===== config.mk =====
export PLATFORM = sky130hd
export DESIGN_NAME = rtc_bus_sequencer
export DESIGN_NICKNAME = d
export VERILOG_FILES = /design/src/rtl/rtc_bus_sequencer.sv
export SDC_FILE = /design/constraint.sdc
export NUM_CORES = 1
export LEC_CHECK = 0
export ABC_AREA = 1
export CAP_MARGIN = 5
export CORE_ASPECT_RATIO = 1.1
export CORE_MARGIN = 2
export CORE_UTILIZATION = 44
export CTS_BUF_LIST = sky130_fd_sc_hd__clkbuf_8
export DETAILED_ROUTE_END_ITERATION = 10
export GPL_TIMING_DRIVEN = 0
export PLACE_DENSITY_LB_ADDON = 0.3
export SLEW_MARGIN = 20
export SYNTH_ARGS = -nofsm -noshare
export SYNTH_HDL_FRONTEND = slang
export SYNTH_SLANG_ARGS = --single-unit

===== constraint.sdc =====
create_clock -name clk -period 1.38 [get_ports clk]
set_input_delay 0.276 -clock clk [delete_from_list [all_inputs] [get_ports clk]]
set_output_delay 0.276 -clock clk [all_outputs]
set_load 0.03 [all_outputs]

===== src/rtl/rtc_bus_sequencer.sv =====
// rtl/rtc_bus_sequencer.sv - two-phase address/data bus sequencer for the external RTC chip
//
// Runs one register read or write per accepted command. Each command is an
// address phase (setup, strobe, hold) followed by a data phase (setup, strobe,
// hold). Every sub-phase lasts PH cycles. A one-cycle done pulse ends the
// command.
//
// Optional feature macro: RTC_TURNAROUND_EN
//   When defined, a PH-cycle TURN state follows DONE. During TURN the chip is
//   deselected and the bus is released before the next command.
//
// Ports:
//   clk, reset        system clock; synchronous active-high reset
//   start, rw         command request (sampled only in IDLE); 1 = read, 0 = write
//   addr, wdata       register address and write data, latched with start
//   busy, done        busy in every non-idle state; done pulses one cycle at the end
//   rdata             last byte read, held until the next read completes
//   cs_n, ad_n        chip select (active low); 0 = address phase, 1 = data phase
//   wr_n, rd_n        write / read strobes, active low
//   ad_out, ad_oe     bus value and its output enable (the tristate sits at top level)
//   ad_in             bus value from the pins
module rtc_bus_sequencer #(
  parameter int PH = 4
) (
  input  logic       clk,
  input  logic       reset,
  input  logic       start,
  input  logic       rw,
  input  logic [7:0] addr,
  input  logic [7:0] wdata,
  output logic       busy,
  output logic       done,
  output logic [7:0] rdata,
  output logic       cs_n,
  output logic       ad_n,
  output logic       wr_n,
  output logic       rd_n,
  output logic [7:0] ad_out,
  output logic       ad_oe,
  input  logic [7:0] ad_in
);

  localparam logic [3:0] PH_M1 = 4'(PH - 1);

  typedef enum logic [3:0] {
    S_IDLE,
    S_A_SET,
    S_A_STB,
    S_A_HLD,
    S_D_SET,
    S_D_STB,
    S_D_HLD,
    S_DONE
`ifdef RTC_TURNAROUND_EN
    , S_TURN
`endif
  } state_t;

  state_t     state;
  logic [3:0] cnt;
  logic       rw_q;
  logic [7:0] wdata_q;

  // Every output is assigned on the edge that enters its state. The pins
  // therefore change together with the state register, and no input reaches
  // a pin combinationally.
  always_ff @(posedge clk) begin
    if (reset) begin
      state   <= S_IDLE;
      cnt     <= 4'd0;
      rw_q    <= 1'b0;
      wdata_q <= 8'h00;
      busy    <= 1'b0;
      done    <= 1'b0;
      rdata   <= 8'h00;
      cs_n    <= 1'b1;
      ad_n    <= 1'b1;
      wr_n    <= 1'b1;
      rd_n    <= 1'b1;
      ad_out  <= 8'h00;
      ad_oe   <= 1'b0;
    end else begin
      done <= 1'b0;
      case (state)
        S_IDLE: begin
          if (start) begin
            // ad_out holds the latched address for the whole address phase.
            rw_q    <= rw;
            wdata_q <= wdata;
            state   <= S_A_SET;
            cnt     <= PH_M1;
            busy    <= 1'b1;
            cs_n    <= 1'b0;
            ad_n    <= 1'b0;
            ad_oe   <= 1'b1;
            ad_out  <= addr;
          end
        end
        S_DONE: begin
`ifdef RTC_TURNAROUND_EN
          state <= S_TURN;
          cnt   <= PH_M1;
`else
          state <= S_IDLE;
          busy  <= 1'b0;
`endif
        end
        default: begin
          // Timed states: the down-counter expires on the last cycle of the state.
          if (cnt != 4'd0) begin
            cnt <= cnt - 4'd1;
          end else begin
            cnt <= PH_M1;
            case (state)
              S_A_SET: begin
                state <= S_A_STB;
                wr_n  <= 1'b0;  // the chip latches the address on a write strobe
              end
              S_A_STB: begin
                state <= S_A_HLD;
                wr_n  <= 1'b1;
              end
              S_A_HLD: begin
                state  <= S_D_SET;
                ad_n   <= 1'b1;
                ad_oe  <= ~rw_q;
                ad_out <= rw_q ? 8'h00 : wdata_q;
              end
              S_D_SET: begin
                state <= S_D_STB;
                if (rw_q) rd_n <= 1'b0;
                else      wr_n <= 1'b0;
              end
              S_D_STB: begin
                // This edge samples ad_in from the last cycle of the read strobe.
                state <= S_D_HLD;
                wr_n  <= 1'b1;
                rd_n  <= 1'b1;
                if (rw_q) rdata <= ad_in;
              end
              S_D_HLD: begin
                state  <= S_DONE;
                done   <= 1'b1;
                cs_n   <= 1'b1;
                ad_oe  <= 1'b0;
                ad_out <= 8'h00;
              end
`ifdef RTC_TURNAROUND_EN
              S_TURN: begin
                state <= S_IDLE;
                busy  <= 1'b0;
              end
`endif
              default: begin
                state <= S_IDLE;
                busy  <= 1'b0;
              end
            endcase
          end
        end
      endcase
    end
  end

endmodule


==> impl_metrics.env <==
export IMPL_remaining_drc_errors=0
export IMPL_ys_types=22
export IMPL_cts_buffers=5
export IMPL_seq_power_share_pct=30.5
export IMPL_cts_tree="built"
export IMPL_yosys_warnings=0
export IMPL_power_frac_comb_pct=52.2
export IMPL_gr_usage_met1_pct=25.8
export IMPL_drt_pass1_iterations=4
export IMPL_final_cell_mix="nand2_1, dfxtp_1, nor2_1"
export IMPL_synth_cell_area_um2=1780
export IMPL_die_height_um=70.6
export IMPL_min_period_ns=1.36
export IMPL_finalHoldViolations=0
export IMPL_worst_skew_pair_late_latency_ns=0.30
export IMPL_grt_pass1_vias=1786
export IMPL_clock_sink_count=39
export IMPL_vdd_drop_max_uv=940
export IMPL_root_buffer="clkbuf_8"
export IMPL_path_common_cell="nand2_2"
export IMPL_grt_ovfl_total=0
export IMPL_top_usage_layer="met2"
export IMPL_start_util_pct=45.2
export IMPL_worstPathMaxFanout=8
export IMPL_max_cap_violations=0
export IMPL_min_delay_path_class="input pin to register"
export IMPL_cpPeakStageDelay_ns=0.34
export IMPL_cp_start_kind="register"
export IMPL_antenna_found_initial=0
export IMPL_finalSetupViolCount=0
export IMPL_grt_usage_pct=21.4
export IMPL_rsz0062_at_grt="true"
export IMPL_drt_vias_per_instance=4.92
export IMPL_drive_gt1_share_pct=21.1
export IMPL_syn2layout_area_growth_pct=47.3
export IMPL_core_um2=3930
export IMPL_htree_levels=2
export IMPL_num_rows=24
export IMPL_path_class="register to register"
export IMPL_fin_nets=352
export IMPL_grt_pass1_wl_um=7760
export IMPL_syn_area_per_cell_um2=6.91
export IMPL_hold_buffers=0
export IMPL_avgRoutedWirePerCell_um=12.3
export IMPL_fin_util_pct=66.5
export IMPL_slew_headroom_pct=66.8
export IMPL_arrival_ns=1.55
export IMPL_worst_pin_slew_ns=0.499
export IMPL_grt_use_met3_pct=6.04
export IMPL_io_pins=51
export IMPL_dieArea_um2=4560
export IMPL_setup_tns_ns=0
export IMPL_synthesis_nets=287
export IMPL_ys_seq_area_share_pct=43.9
export IMPL_dp_cells=358
export IMPL_stdcell_count=374
export IMPL_internal_power_mw=3.02
export IMPL_p_clk_share_pct=17.2
export IMPL_syn_inst=257
export IMPL_detail_route_antenna_nets=0
export IMPL_io_buffers=49
export IMPL_vias=1839
export IMPL_powerDensity_nw_per_um2=2030
export IMPL_antenna_cells=0
export IMPL_cp_end_kind="register"
export IMPL_cp_slowest_cell="dfxtp_2"
export IMPL_p_leak_nw=1.18
export IMPL_sw_frac_of_total_pct=43.1
export IMPL_fin_crit_sh_pct=98.3
export IMPL_hpwl_um=3130
export IMPL_final_common_cell="nand2_1"
export IMPL_skew_ns=0.00538
export IMPL_switchingPower_mw=2.29
export IMPL_clockBufferDepth=2
export IMPL_report_final_slew_viol_count=0
export IMPL_timing_fmax_mhz=737
export IMPL_place_congestion=0.883
export IMPL_status="finished, final reports clean"
export IMPL_met2_usage_pct=35.0
export IMPL_dieWidth_um=64.6
export IMPL_wirelength_um=4600
export IMPL_ys_ff_latch=39
export IMPL_required_ns=1.58
export IMPL_grt_max_degree=12
export IMPL_clk_pin_slew_ns=0.08
export IMPL_p_total_mw=5.32
export IMPL_cp_cell_sequence="inv_2 > ha_4 > nand2_2 > nor2_4 > nand2_2 > nand2_4 > nand2_8 > buf_6 > nor2_2 > nor2_1"
export IMPL_drtIter0Drc=72
==> worst max-delay path, delay by kind of cell, from the launching register on <==
kind | cells | cell delay [ns]
simple gates | 7 | 0.58
flops | 1 | 0.34
buf+inv | 2 | 0.22
fa+ha+maj | 1 | 0.13
==> power groups by stage <==
stage	sequential [mW]	combinational [mW]	clock (mW)
2_1_floorplan	1.95	1.31	0
3_3_place_gp	1.61	2.33	0
4_1_cts	1.61	2.50	0.930
3_5_place_dp	1.62	2.37	0
6_report	1.62	2.78	0.916
5_1_grt	1.66	3.06	0.975
==> logic make-up (layout without fill, tap and decap cells) <==
| kind of cell | Yosys count | count (layout) | synth area share, % |
|---|---|---|---|
| AND/OR/NAND/NOR | 146 | 146 | 36.0 |
| AO/OA/AOI/OAI | 39 | 39 | 11.2 |
| flip-flops | 39 | 39 | 43.9 |
| buffers and inverters | 31 | 96 | 7.46 |
| adder cells (fa/ha/maj) | 2 | 2 | 1.41 |
==> cell usage after synthesis (all sizes together) <==
cell    count  area share (%)
nand4       3             1.1
o21ai      22             6.2
nand3      32             9.3
dfxtp      39              44
clkinv      1            0.21
a21oi      16             4.5
ha          2             1.4
nand2      64              15
nor3        1            0.28
buf         6             2.2
clkbuf      3            0.63
a31o        1            0.49
inv        21             4.4
nor2       46              10
==> flip-flops by register name, summed over array words and instances (netlist names) <==
name	flops
wr_n	1
state	3
rw_q	1
wdata_q	8
rdata	8
ad_n	1
ad_out	8
rd_n	1
busy	1
done	1
ad_oe	1
cnt	4
cs_n	1
==> per-layer routing <==
metal,up-vias,part of all wire (%),routed length (um)
met4,0,1.5,70
met1,830,43,2000
met3,6,5.3,243
met5,-,0,0
li1,956,-,-
met2,47,50,2280
==> stage by stage <==
stage          cell area [um2]  hold slack [ns]  setup slack [ns]
2_1_floorplan             1780            0.375            0.0309
3_3_place_gp              2330            0.448            -0.253
3_5_place_dp              2330            0.453            -0.295
4_1_cts                   2520            0.343          -0.00320
5_1_grt                   2620            0.353           -0.0947
6_report                  2620            0.333            0.0233
==> layout make-up <==
| cell class | instances | area (um2) |
|---|---|---|
| sequential | 39 | 793 |
| buffer | 9 | 55.1 |
| clock inverter | 2 | 33.8 |
| fill | 361 | 1320 |
| tap | 52 | 65.1 |
| timing repair buffer | 58 | 533 |
| inverter | 22 | 90.1 |
| clock buffer | 5 | 68.8 |
| multi-input combinational | 187 | 978 |
==> timing repair <==
item                       CTS  global route
pin swaps                    4             7
buffers inserted             6             2
gates resized for setup     47            38
setup endpoints to repair   53            33
cloned                       1             0
==> worst paths after layout <==
| check | start | to | slack [ns] | depth (start not counted) |
|---|---|---|---|---|
| hold / removal | start | wdata_q[1]$_SDFFE_PP0P_ | 0.33 | 3 |
| hold reg to reg | rd_n$_SDFFE_PP1P_ | rd_n$_SDFFE_PP1P_ | 0.45 | 2 |
| setup / recovery | cnt[0]$_SDFFE_PP0P_ | ad_out[3]$_SDFFE_PP0P_ | 0.02 | 10 |
| setup reg to reg | cnt[0]$_SDFFE_PP0P_ | ad_out[3]$_SDFFE_PP0P_ | 0.02 | 10 |
Note: power is estimated with default switching activity, not from simulation.
